`config.mk`:
```
export PLATFORM = sky130hd
export DESIGN_NAME = sig_param_ctrl
export DESIGN_NICKNAME = d
export VERILOG_FILES = /design/src/rtl/sig_param_ctrl.sv
export SDC_FILE = /design/constraint.sdc
export NUM_CORES = 1
export LEC_CHECK = 0
export BUFFER_PORTS_ARGS = -buffer_cell sky130_fd_sc_hd__buf_2
export CORE_ASPECT_RATIO = 0.75
export CORE_UTILIZATION = 45
export CTS_CLUSTER_SIZE = 14
export DETAILED_ROUTE_END_ITERATION = 12
export GPL_TIMING_DRIVEN = 0
export SYNTH_ARGS = -nofsm -noshare
export SYNTH_HDL_FRONTEND = slang
export SYNTH_SLANG_ARGS = --single-unit
```
`constraint.sdc`:
```
create_clock -name clk_50M -period 3.1 [get_ports clk_50M]
set_clock_uncertainty 0.2 [all_clocks]
set_input_delay 0.31 -clock clk_50M [delete_from_list [all_inputs] [get_ports clk_50M]]
set_output_delay 0.31 -clock clk_50M [all_outputs]
set_load 0.05 [all_outputs]
```
`src/rtl/sig_param_ctrl.sv`:
```
// rtl/sig_param_ctrl.sv - front-panel key debounce and edit/run control word for the signal generator
// Three active-low keys (ok, sel, inc) are synchronized, debounced and turned into one-cycle press pulses.
module sig_param_ctrl #(
   parameter int DEB_CYCLES = 1_000_000,
   parameter int FIELD_MAX  = 3
) (
   input  logic       clk_50M,
   input  logic       rst_n,
   input  logic       key_sel,
   input  logic       key_inc,
   input  logic       key_ok,
   output logic [1:0] cnt_sig,
   output logic [1:0] cnt_amp,
   output logic [1:0] cnt_fre,
   output logic [1:0] cnt_phase,
   output logic       confirm,
   output logic [1:0] edit_field
);

   localparam int             CW       = $clog2(DEB_CYCLES);
   localparam logic [CW-1:0]  CNT_LAST = CW'(DEB_CYCLES - 1);
   localparam logic [1:0]     FMAX     = 2'(FIELD_MAX);

   localparam int K_INC = 0;
   localparam int K_SEL = 1;
   localparam int K_OK  = 2;

   typedef enum logic {
      ST_EDIT = 1'b0,
      ST_RUN  = 1'b1
   } state_t;

   logic [2:0]    raw_keys;
   logic [2:0]    sync1_q;
   logic [2:0]    sync2_q;
   logic [2:0]    level_q;
   logic [2:0]    level_d;
   logic [2:0]    press_q;
   logic [2:0]    press_d;
   logic [CW-1:0] cnt_q [3];
   logic [CW-1:0] cnt_d [3];

   state_t     state_q, state_d;
   logic [1:0] sig_q, sig_d;
   logic [1:0] amp_q, amp_d;
   logic [1:0] fre_q, fre_d;
   logic [1:0] phase_q, phase_d;
   logic [1:0] field_q, field_d;

   assign raw_keys = {key_ok, key_sel, key_inc};

   function automatic logic [1:0] wrap_inc(input logic [1:0] v);
      return (v >= FMAX) ? 2'd0 : v + 2'd1;
   endfunction

   // A level is accepted only after DEB_CYCLES consecutive differing samples.
   always_comb begin
      level_d = level_q;
      press_d = '0;
      for (int k = 0; k < 3; k++) begin
         cnt_d[k] = '0;
         if (sync2_q[k] != level_q[k]) begin
            if (cnt_q[k] == CNT_LAST) begin
               level_d[k] = sync2_q[k];
               press_d[k] = ~sync2_q[k];
            end else begin
               cnt_d[k] = cnt_q[k] + 1'b1;
            end
         end
      end
   end

   always_ff @(posedge clk_50M) begin
      if (!rst_n) begin
         sync1_q <= '1;
         sync2_q <= '1;
         level_q <= '1;
         press_q <= '0;
         for (int k = 0; k < 3; k++) begin
            cnt_q[k] <= '0;
         end
      end else begin
         sync1_q <= raw_keys;
         sync2_q <= sync1_q;
         level_q <= level_d;
         press_q <= press_d;
         for (int k = 0; k < 3; k++) begin
            cnt_q[k] <= cnt_d[k];
         end
      end
   end

   // Simultaneous pulses resolve ok > sel > inc; losers are dropped.
   always_comb begin
      state_d = state_q;
      sig_d   = sig_q;
      amp_d   = amp_q;
      fre_d   = fre_q;
      phase_d = phase_q;
      field_d = field_q;
      case (state_q)
         ST_EDIT: begin
            if (press_q[K_OK]) begin
               state_d = ST_RUN;
            end else if (press_q[K_SEL]) begin
               field_d = field_q + 2'd1;
            end else if (press_q[K_INC]) begin
               case (field_q)
                  2'd0:    sig_d   = wrap_inc(sig_q);
                  2'd1:    amp_d   = wrap_inc(amp_q);
                  2'd2:    fre_d   = wrap_inc(fre_q);
                  default: phase_d = wrap_inc(phase_q);
               endcase
            end
         end
         ST_RUN: begin
            if (press_q[K_OK]) begin
               state_d = ST_EDIT;
            end
         end
         default: state_d = ST_EDIT;
      endcase
   end

   always_ff @(posedge clk_50M) begin
      if (!rst_n) begin
         state_q <= ST_EDIT;
         sig_q   <= 2'd0;
         amp_q   <= 2'd1;
         fre_q   <= 2'd0;
         phase_q <= 2'd0;
         field_q <= 2'd0;
      end else begin
         state_q <= state_d;
         sig_q   <= sig_d;
         amp_q   <= amp_d;
         fre_q   <= fre_d;
         phase_q <= phase_d;
         field_q <= field_d;
      end
   end

   assign cnt_sig    = sig_q;
   assign cnt_amp    = amp_q;
   assign cnt_fre    = fre_q;
   assign cnt_phase  = phase_q;
   assign confirm    = (state_q == ST_RUN);
   assign edit_field = field_q;

endmodule

```
==> flow_metrics.env, run 1 <==
export IMPL_grt_max_degree=13
export IMPL_overflow=0
export IMPL_rrSetupSlack_ns=0.73
export IMPL_min_period_ns=2.37
export IMPL_rsz0062_at_grt="false"
export IMPL_htree_levels=3
export IMPL_ys_top_cells_by_area="dfxtp_1 45%, xnor2_1 6.9%, nor2_1 5.4%"
export IMPL_cp_max_fo=10
export IMPL_seq_area_mm2=0.00166
export IMPL_fin_tns_setup_ns=0
export IMPL_synth_nets=432
export IMPL_min_path_type="in -> reg"
export IMPL_period_share_pct=76.5
export IMPL_fin_util_pct=51.8
export IMPL_critPathLaunchType="register"
export IMPL_ff2ff_path_depth=7
export IMPL_maxSlewHeadroom_pct=54.1
export IMPL_core_area_mm2=0.00788
export IMPL_fillCellCount=747
export IMPL_die_h_um=80.2
export IMPL_syn_inst=415
export IMPL_post_place_cells=535
export IMPL_cts_buffers_inserted=9
export IMPL_clkLatencyLatePin_ns=0.36
export IMPL_postCtsHoldBufs=3
export IMPL_cts_root_buf="clkbuf_8"
export IMPL_dieArea_mm2=0.00853
export IMPL_placed_cell_area_mm2=0.00388
export IMPL_max_clock_freq_ghz=0.422
export IMPL_vias_per_cell=5.18
export IMPL_ys_types=40
export IMPL_portBuffers=15
export IMPL_timing_rr_start="cnt_q[0][20]$_SDFF_PP0_"
export IMPL_yosysSeqAreaShare_pct=45.3
export IMPL_power_leakage_nw=1.29
export IMPL_fin_ws_ns=0.730
export IMPL_multi_input_area_mm2=0.00188
export IMPL_io_pins=16
export IMPL_areaGrowthSynthToFinish_pct=11.1
export IMPL_dr_pass1_iters=4
export IMPL_synth_most_common_cell="dfxtp_1"
export IMPL_yosys_most_used_dff="dfxtp_1"
export IMPL_drcViolationCount=0
export IMPL_die_w_um=106
export IMPL_cts_resized=0
export IMPL_antenna_cells=0
export IMPL_drt_iter0_drc=116
export IMPL_pre_cts_ws_ns=0.742
export IMPL_worst_pin_slew_ns=0.687
export IMPL_post_drt_wl_per_cell_um=12.1
export IMPL_instances_no_fill=554
export IMPL_ys_seq_elements=83
export IMPL_yosys_area_top_type="dfxtp_1"
export IMPL_yosys_top_cells_count="83 x dfxtp_1, 53 x nor2_1, 31 x nand2_1"
export IMPL_setup_violations=0
export IMPL_num_rows=28
export IMPL_synth_top_cell_area_share_pct=45.3
export IMPL_reg2reg_to="cnt_q[0][22]$_SDFF_PP0_"
export IMPL_ys_async_sr_fraction_pct=0
export IMPL_outcome="complete, no violations"
export IMPL_clkTransAtPathRegs_ns=0.08
export IMPL_p_per_area_mw_per_mm2=441
export IMPL_clockBufferDepth=2
export IMPL_min_from="rst_n"
export IMPL_min_to="sync2_q[1]$_SDFF_PN1_"
export IMPL_design_area_mm2=0.00408
export IMPL_synth_warnings=0
export IMPL_layout_drive_gt1_share_pct=10.2
export IMPL_via_count=2870
export IMPL_gp_congestion=0.771
export IMPL_first_global_vias=2627
export IMPL_hold_slack_ns=0.0208
export IMPL_cp_arrival_ns=2.41
export IMPL_cp_required_ns=3.14
export IMPL_slew_violations=0
export IMPL_endpoint_kind="register"
export IMPL_cts_tree="done"
export IMPL_finalWirelength_um=6730
export IMPL_final_nets=461
export IMPL_power_total_mw=1.80
export IMPL_grt_total_usage_pct=18.0
export IMPL_vdd_drop_max_v=0.000332
export IMPL_syn_area_per_cell_um2=8.85
export IMPL_grt_first_pass_wirelength_um=12000
export IMPL_antenna_found_initial=0
export IMPL_synth_edff_count=0
export IMPL_clkSinkCount=83
export IMPL_drv_cap=0
export IMPL_post_cts_setup_buffers=0
export IMPL_initial_utilization_pct=46.6
export IMPL_hold_viol=0
export IMPL_syn_area_mm2=0.00367
export IMPL_hold_path_cell_count=2
export IMPL_timing_worst_setup_path_type="reg -> reg"
export IMPL_dp_hpwl_um=4730
export IMPL_final_antenna_net_count=0
[where the power goes]
part	switching, mW	internal [mW]
logic	0.0161	0.0102
registers	0.00320	1.07
clock network	0.364	0.334
total	0.384	1.41
[flip-flops by register name, indices dropped and copies added, names as in the netlist]
signal and flops:
cnt_amp 2, cnt_fre 2, cnt_phase 2, cnt_q 60, cnt_sig 2, confirm 1
edit_field 2, level_q 3, press_q 3, sync1_q 3, sync2_q 3
[cell type report]
class / instances / share of cell area, %
timing repair buffer: 18 / 2.58
sequential: 83 / 40.7
clock buffer: 14 / 3.99
multi-input combinational: 301 / 46.1
tap: 105 / 3.22
clock inverter: 2 / 0.245
buffer: 12 / 1.41
inverter: 19 / 1.75
[cells in the final DEF (no fill, tap or decap), drive strengths merged, types with 15 or more instances in the layout]
cell type  count
dfxtp         83
nor2          53
nand2         31
xnor2         29
nand3         26
nand4         21
clkbuf        21
a21oi         20
buf           20
inv           18
xor2          17
nor4          15
[metal layers]
layer | track usage, % | routed length (um) | vias to the layer above
met5 | 0 | 0 | -
met4 | 6.53 | 64 | 0
met3 | 6.09 | 222 | 8
met2 | 26.2 | 2680 | 30
met1 | 24.4 | 3760 | 1311
li1 | - | - | 1521
[worst max-delay path, cell delays in order (launching register included)]
cell      delay [ns]
dfxtp_1         0.41
ha_1            0.24
nand4_1         0.32
or2_2           0.39
clkbuf_1        0.15
o211ai_1        0.22
buf_2           0.26
nor2_1          0.08
[cell families (layout without fill, tap and decap cells)]
kind of cell,after synthesis,in the layout,synth area share [%]
adder cells (fa/ha/maj),12,12,4.09
flip-flops,83,83,45.3
buffers and inverters,31,65,3.51
XOR/XNOR,46,46,11.0
AO/OA/AOI/OAI,41,41,6.61
AND/OR/NAND/NOR,202,202,29.6
[how the worst max path moves through the flow]
stage | from | endpoint | depth (start not counted)
global placement | cnt_q[0][20]$_SDFF_PP0_ | cnt_q[0][22]$_SDFF_PP0_ | 7
finish | cnt_q[0][20]$_SDFF_PP0_ | cnt_q[0][22]$_SDFF_PP0_ | 7
global route | cnt_q[0][20]$_SDFF_PP0_ | cnt_q[0][29]$_SDFF_PP0_ | 7
detailed placement | cnt_q[0][20]$_SDFF_PP0_ | cnt_q[0][22]$_SDFF_PP0_ | 7
CTS | cnt_q[0][20]$_SDFF_PP0_ | cnt_q[0][22]$_SDFF_PP0_ | 7
floorplan | cnt_q[0][33]$_SDFF_PP0_ | cnt_q[0][38]$_SDFF_PP0_ | 5
No activity file was read; power rests on OpenSTA's default activity.
==> run 2, diff against run 1 <==
ABC_AREA = 1   (was unset)
clock period = 2.5 ns   (was 3.1 ns; I/O delays follow)
==> run 2 against run 1 <==
  * The run now ends with DRC left
  * Synthesized cell count increased by 38%
  * First-iteration DRC count increased by 85%
  * Via count grew 25%
  * Die area increased by 11%
  * Count of clock-buffer cells in the layout down 2
  * Combinational power increased by 48%
  * Critical endpoint is now cnt_q[0][59]$_SDFF_PP0_
  * Highest routed layer unchanged
==> flow_metrics.env, run 2 <==
export IMPL_outcome="finished, violations left"
export IMPL_violations="DRC"
export IMPL_post_drt_wl_per_cell_um=12.1
export IMPL_cp_arrival_ns=1.93
export IMPL_crit_chain="ha_1, nand3_2, nor3_2, nand3_1, nand2_1, buf_2, a21oi_1"
export IMPL_maxSlewHeadroom_pct=70.0
export IMPL_rsz0062_at_grt="false"
export IMPL_slew_violations=0
export IMPL_synth_warnings=0
export IMPL_largest_reg_flops=60
export IMPL_min_period_ns=1.92
export IMPL_clockBufferDepth=2
export IMPL_vias_per_cell=5.04
export IMPL_yosysSeqAreaShare_pct=40.7
export IMPL_grt_first_pass_wirelength_um=14700
export IMPL_areaGrowthSynthToFinish_pct=12.3
export IMPL_synth_edff_count=0
export IMPL_grt_total_usage_pct=19.6
export IMPL_dieArea_mm2=0.00945
export IMPL_vdd_drop_max_v=0.000410
export IMPL_io_pins=16
export IMPL_yosys_top_cells_count="127 x nand2_1, 114 x nor2_1, 83 x dfxtp_1"
export IMPL_synth_top_cell_area_share_pct=40.7
export IMPL_syn_area_per_cell_um2=7.12
export IMPL_clkSinkCount=83
export IMPL_synth_nets=590
export IMPL_internal_power_mw=2.03
export IMPL_num_rows=29
export IMPL_finalWirelength_um=8650
export IMPL_gp_congestion=0.900
export IMPL_top_register="cnt_q"
export IMPL_first_global_vias=3250
export IMPL_die_w_um=112
export IMPL_layout_drive_gt1_share_pct=9.75
export IMPL_overflow=0
export IMPL_initial_utilization_pct=47.2
export IMPL_power_leakage_nw=1.47
export IMPL_combPwrFrac_pct=1.5
export IMPL_seq_area_mm2=0.00166
export IMPL_max_clock_freq_ghz=0.521
export IMPL_cts_tree="done"
export IMPL_cts_buffers_inserted=9
export IMPL_yosys_most_used_dff="dfxtp_1"
export IMPL_fin_util_pct=53.0
export IMPL_endpoint_kind="register"
export IMPL_period_share_pct=76.7
export IMPL_drv_cap=0
export IMPL_cp_max_fo=10
export IMPL_syn_inst=573
export IMPL_dr_pass1_iters=8
export IMPL_timing_worst_setup_path_type="reg -> reg"
export IMPL_final_nets=619
export IMPL_ys_top_cells_by_area="dfxtp_1 41%, nand2_1 12%, nor2_1 10%"
export IMPL_post_cts_setup_buffers=0
export IMPL_multi_input_area_mm2=0.00217
export IMPL_switching_share_pct=20.5
export IMPL_antenna_cells=0
export IMPL_yosys_area_top_type="dfxtp_1"
export IMPL_p_seq_share_pct=52.1
export IMPL_clkLatencyLatePin_ns=0.33
export IMPL_ys_types=29
export IMPL_final_antenna_net_count=0
export IMPL_setup_violations=0
export IMPL_clockPowerShare_pct=46.4
export IMPL_min_path_type="in -> reg"
export IMPL_synth_most_common_cell="nand2_1"
export IMPL_cts_root_buf="clkbuf_16"
export IMPL_critPathMaxStageDelay_ns=0.42
export IMPL_cp_required_ns=2.51
export IMPL_p_per_area_mw_per_mm2=559
export IMPL_ys_seq_elements=83
export IMPL_ys_async_sr_fraction_pct=0
export IMPL_die_h_um=84.5
export IMPL_hold_viol=0
export IMPL_drt_iter0_drc=215
export IMPL_syn_area_mm2=0.00408
export IMPL_layout_commonest_cell="nand2_1"
export IMPL_final_cell_mix="127 x nand2_1, 114 x nor2_1, 83 x dfxtp_1"
export IMPL_via_count=3597
export IMPL_cp_slowest_cell="dfxtp_1"
export IMPL_fillCellCount=846
export IMPL_portBuffers=15
export IMPL_clkTransAtPathRegs_ns=0.06
export IMPL_core_area_mm2=0.00864
export IMPL_antenna_found_initial=0
export IMPL_grt_max_degree=13
export IMPL_fin_tns_setup_ns=0
export IMPL_drcViolationCount=3
export IMPL_worst_pin_slew_ns=0.450
export IMPL_dp_hpwl_um=6540
export IMPL_p_switching_mw=0.525
export IMPL_critPathLaunchType="register"
export IMPL_htree_levels=3
[run 2: cell types whose count changed in the layout (fill, tap and decap cells not counted), moves of 7 or more]
cell	previous run	this run
a21oi_1	20	30
clkbuf_1	10	3
clkbuf_16	0	9
clkbuf_8	11	1
inv_1	18	55
nand2_1	31	127
nand3_1	26	40
nor2_1	53	114
nor2_2	0	10
nor4_1	15	0
or2_2	2	9
or4_1	7	0
xnor2_1	29	9
[run 2: logic make-up (layout without fill, tap and decap cells)]
kind of cell / count (synthesis) / after routing / synth area share [%]
compound gates: 47 / 47 / 5.95
fa+ha+maj: 12 / 12 / 3.68
xor+xnor: 27 / 27 / 5.80
simple gates: 343 / 343 / 37.7
buf+inv: 61 / 93 / 6.17
flops: 83 / 83 / 40.7
[run 2: area by class of cell]
| class | count | area share, % |
|---|---|---|
| Buffer | 5 | 0.902 |
| Clock buffer | 12 | 5.38 |
| Clock inverter | 2 | 0.301 |
| Inverter | 56 | 4.59 |
| Multi-Input combinational cell | 429 | 47.3 |
| Sequential cell | 83 | 36.3 |
| Tap cell | 108 | 2.95 |
| Timing Repair Buffer | 18 | 2.30 |
[run 2: worst max-delay path: cells and delay by family, from the launching register on]
family                     cells  cell delay (ns)
adders and majority gates      1             0.33
buffers and inverters          1             0.24
and+or+nand+nor                4             0.52
DFF                            1             0.42
AOI/OAI and AO/OA              1             0.08
[run 2: per-layer routing]
| layer | vias up | share of wire [%] | GRT usage, % |
|---|---|---|---|
| met1 | 1620 | 52 | 27.4 |
| met5 | - | 0 | 0 |
| li1 | 1886 | - | - |
| met4 | 0 | 0.62 | 4.85 |
| met2 | 83 | 42 | 30.2 |
| met3 | 8 | 5.1 | 4.98 |
[run 2: timing repair]
| action | in CTS | in global routing |
|---|---|---|
| endpoints found under the setup margin | 0 | 0 |
| gates resized for setup | 0 | 0 |
| hold endpoints to repair | 3 | 0 |
| hold buffers | 3 | 0 |
[run 2: power groups by stage]
| stage | logic (mW) | registers, mW | clock network (mW) |
|---|---|---|---|
| after global placement | 0.0356 | 1.36 | 0 |
| after global routing | 0.0443 | 1.33 | 1.27 |
| final | 0.0390 | 1.33 | 1.19 |
| after CTS | 0.0397 | 1.33 | 1.23 |
| after detailed placement | 0.0359 | 1.36 | 0 |
| after floorplan | 0.0240 | 1.36 | 0 |
[run 2: path summary, 6_finish.rpt]
check | endpoint | cells past startpoint | slack (ns) | from
hold / removal | cnt_sig[0]$_SDFFE_PN0P_ | 3 | 0.04 | rst_n
setup / recovery | cnt_q[0][59]$_SDFF_PP0_ | 7 | 0.58 | cnt_q[0][40]$_SDFF_PP0_
setup reg to reg | cnt_q[0][59]$_SDFF_PP0_ | 7 | 0.58 | cnt_q[0][40]$_SDFF_PP0_
hold reg to reg | sync2_q[2]$_SDFF_PN1_ | 1 | 0.21 | sync1_q[2]$_SDFF_PN1_
[run 2: stage by stage]
step / cell area (um2) / cells / hold slack, ns / setup slack, ns / total power, mW
after floorplan: 4080 / 573 / 0.157 / 0.860 / 1.38
after global routing: 4580 / 713 / 0.0600 / 0.432 / 2.65
after detailed placement: 4290 / 696 / 0.198 / 0.592 / 1.40
final: 4580 / 713 / 0.0417 / 0.582 / 2.56
after global placement: 4290 / 696 / 0.199 / 0.607 / 1.40
after CTS: 4580 / 713 / 0.0345 / 0.585 / 2.60
==> run 3, diff against run 2 <==
clock period = 1.74 ns   (was 2.5 ns; I/O delays follow)
==> run 3 against run 2 <==
  * The run still ends with DRC left
  * Core utilization increased by 1.7 points
  * Die area unchanged
  * Via count increased by 1.1%
  * Count of clock-buffer cells in the layout unchanged
  * Sequential power increased by 44%
  * Final area increased by 3.2%
  * Register-to-register slack got worse by 0.49 ns
  * Worst setup slack got worse by 0.49 ns
  * Wire length increased by 2.0%
  * Global-route usage increased by 0.22 points
==> flow_metrics.env, run 3 (synthesis gave the netlist of run 2 again) <==
export IMPL_clkTransAtPathRegs_ns=0.06
export IMPL_first_global_vias=3286
export IMPL_cp_max_fo=10
export IMPL_drv_cap=0
export IMPL_top_register="cnt_q"
export IMPL_layout_commonest_cell="nand2_1"
export IMPL_placed_cell_area_mm2=0.00429
export IMPL_grt_max_degree=13
export IMPL_instances_no_fill=716
export IMPL_initial_utilization_pct=47.2
export IMPL_crit_chain="ha_4, nand3_4, nor2_4, inv_2, nor2_4, nand2_4, nand2_8, buf_12, nor2_2"
export IMPL_dieArea_mm2=0.00945
export IMPL_min_period_ns=1.65
export IMPL_final_nets=622
export IMPL_io_pins=16
export IMPL_cts_tree="done"
export IMPL_pre_cts_ws_ns=-0.168
export IMPL_power_leakage_nw=1.49
export IMPL_critPathMaxStageDelay_ns=0.37
export IMPL_post_drt_wl_per_cell_um=12.3
export IMPL_die_h_um=84.5
export IMPL_max_clock_freq_ghz=0.606
export IMPL_grt_total_usage_pct=19.8
export IMPL_power_total_mw=3.68
export IMPL_cp_required_ns=1.76
export IMPL_portBuffers=15
export IMPL_clkLatencyLatePin_ns=0.33
export IMPL_gp_congestion=0.900
export IMPL_vdd_drop_max_v=0.000590
export IMPL_violations="DRC"
export IMPL_path_buf_inv=2
export IMPL_setup_violations=0
export IMPL_drcViolationCount=3
export IMPL_htree_levels=3
export IMPL_hold_viol=0
export IMPL_p_per_area_mw_per_mm2=780
export IMPL_outcome="finished, violations left"
export IMPL_post_place_cells=696
export IMPL_core_area_mm2=0.00864
export IMPL_worst_pin_slew_ns=0.426
export IMPL_cts_buffers_inserted=9
export IMPL_layout_drive_gt1_share_pct=13.3
export IMPL_fin_ws_ns=0.0906
export IMPL_via_count=3635
export IMPL_cp_arrival_ns=1.67
export IMPL_antenna_cells=0
export IMPL_overflow=0
export IMPL_dr_pass1_iters=8
export IMPL_largest_reg_flops=60
export IMPL_fin_util_pct=54.7
export IMPL_endpoint_kind="register"
export IMPL_final_antenna_net_count=0
export IMPL_fin_tns_setup_ns=0
export IMPL_design_area_mm2=0.00472
export IMPL_cts_root_buf="clkbuf_16"
export IMPL_hold_slack_ns=0.211
export IMPL_drt_iter0_drc=168
export IMPL_timing_worst_setup_path_type="reg -> reg"
export IMPL_slew_violations=0
export IMPL_period_share_pct=94.8
export IMPL_die_w_um=112
export IMPL_grt_first_pass_wirelength_um=14900
export IMPL_clkSinkCount=83
export IMPL_num_rows=29
export IMPL_final_cell_mix="125 x nand2_1, 105 x nor2_1, 79 x dfxtp_1"
export IMPL_cp_slowest_cell="dfxtp_4"
export IMPL_critPathLaunchType="register"
export IMPL_min_path_type="reg -> reg"
export IMPL_vias_per_cell=5.08
export IMPL_areaGrowthSynthToFinish_pct=15.8
export IMPL_finalWirelength_um=8820
export IMPL_cpMostUsedCell="nor2_4"
export IMPL_dp_hpwl_um=6540
export IMPL_maxSlewHeadroom_pct=71.6
export IMPL_antenna_found_initial=0
export IMPL_cp_top_family="simple AND/OR/NAND/NOR gates"
export IMPL_fillCellCount=830
export IMPL_clockBufferDepth=2
-- run 3: area by class of cell --
cell class              instances  area (um2)  area share, %
plain buffers                   5        53.8           1.14
clock buffers                  12         246           5.22
clock inverters                 2        13.8          0.291
inverters                      56         210           4.45
multi-input cells             429        2260           47.9
flip-flops and latches         83        1670           35.4
well taps                     108         135           2.86
repair buffers                 21         130           2.75
-- run 3: worst paths after layout --
path / start / endpoint / slack (ns) / cells past startpoint
worst min-delay path: sync1_q[2]$_SDFF_PN1_ / sync2_q[2]$_SDFF_PN1_ / 0.21 / 1
worst max register to register: cnt_q[0][0]$_SDFF_PP0_ / cnt_q[0][2]$_SDFF_PP0_ / 0.09 / 9
worst min register to register: sync1_q[2]$_SDFF_PN1_ / sync2_q[2]$_SDFF_PN1_ / 0.21 / 1
worst max-delay path: cnt_q[0][0]$_SDFF_PP0_ / cnt_q[0][2]$_SDFF_PP0_ / 0.09 / 9
-- run 3: power breakdown --
| group | switching, mW | leakage, nW | total (mW) | internal (mW) |
|---|---|---|---|---|
| logic | 0.0346 | 0.692 | 0.0627 | 0.0281 |
| clock network | 0.716 | 0.128 | 1.71 | 0.990 |
| registers | 0.00665 | 0.673 | 1.91 | 1.91 |
-- run 3: timing repair --
action,4_1_cts,5_1_grt
hold buffers,4,0
resized for setup,13,20
setup buffers,2,0
pin swaps,1,0
hold endpoints to repair,7,0
setup endpoints to repair,43,54
-- run 3: per-layer routing --
layer / GRT usage (%) / up-vias / routed length, um
met5: 0 / - / 0
met4: 4.85 / 0 / 74
met3: 4.98 / 8 / 414
met2: 30.7 / 72 / 3760
met1: 27.6 / 1659 / 4570
li1: - / 1896 / -
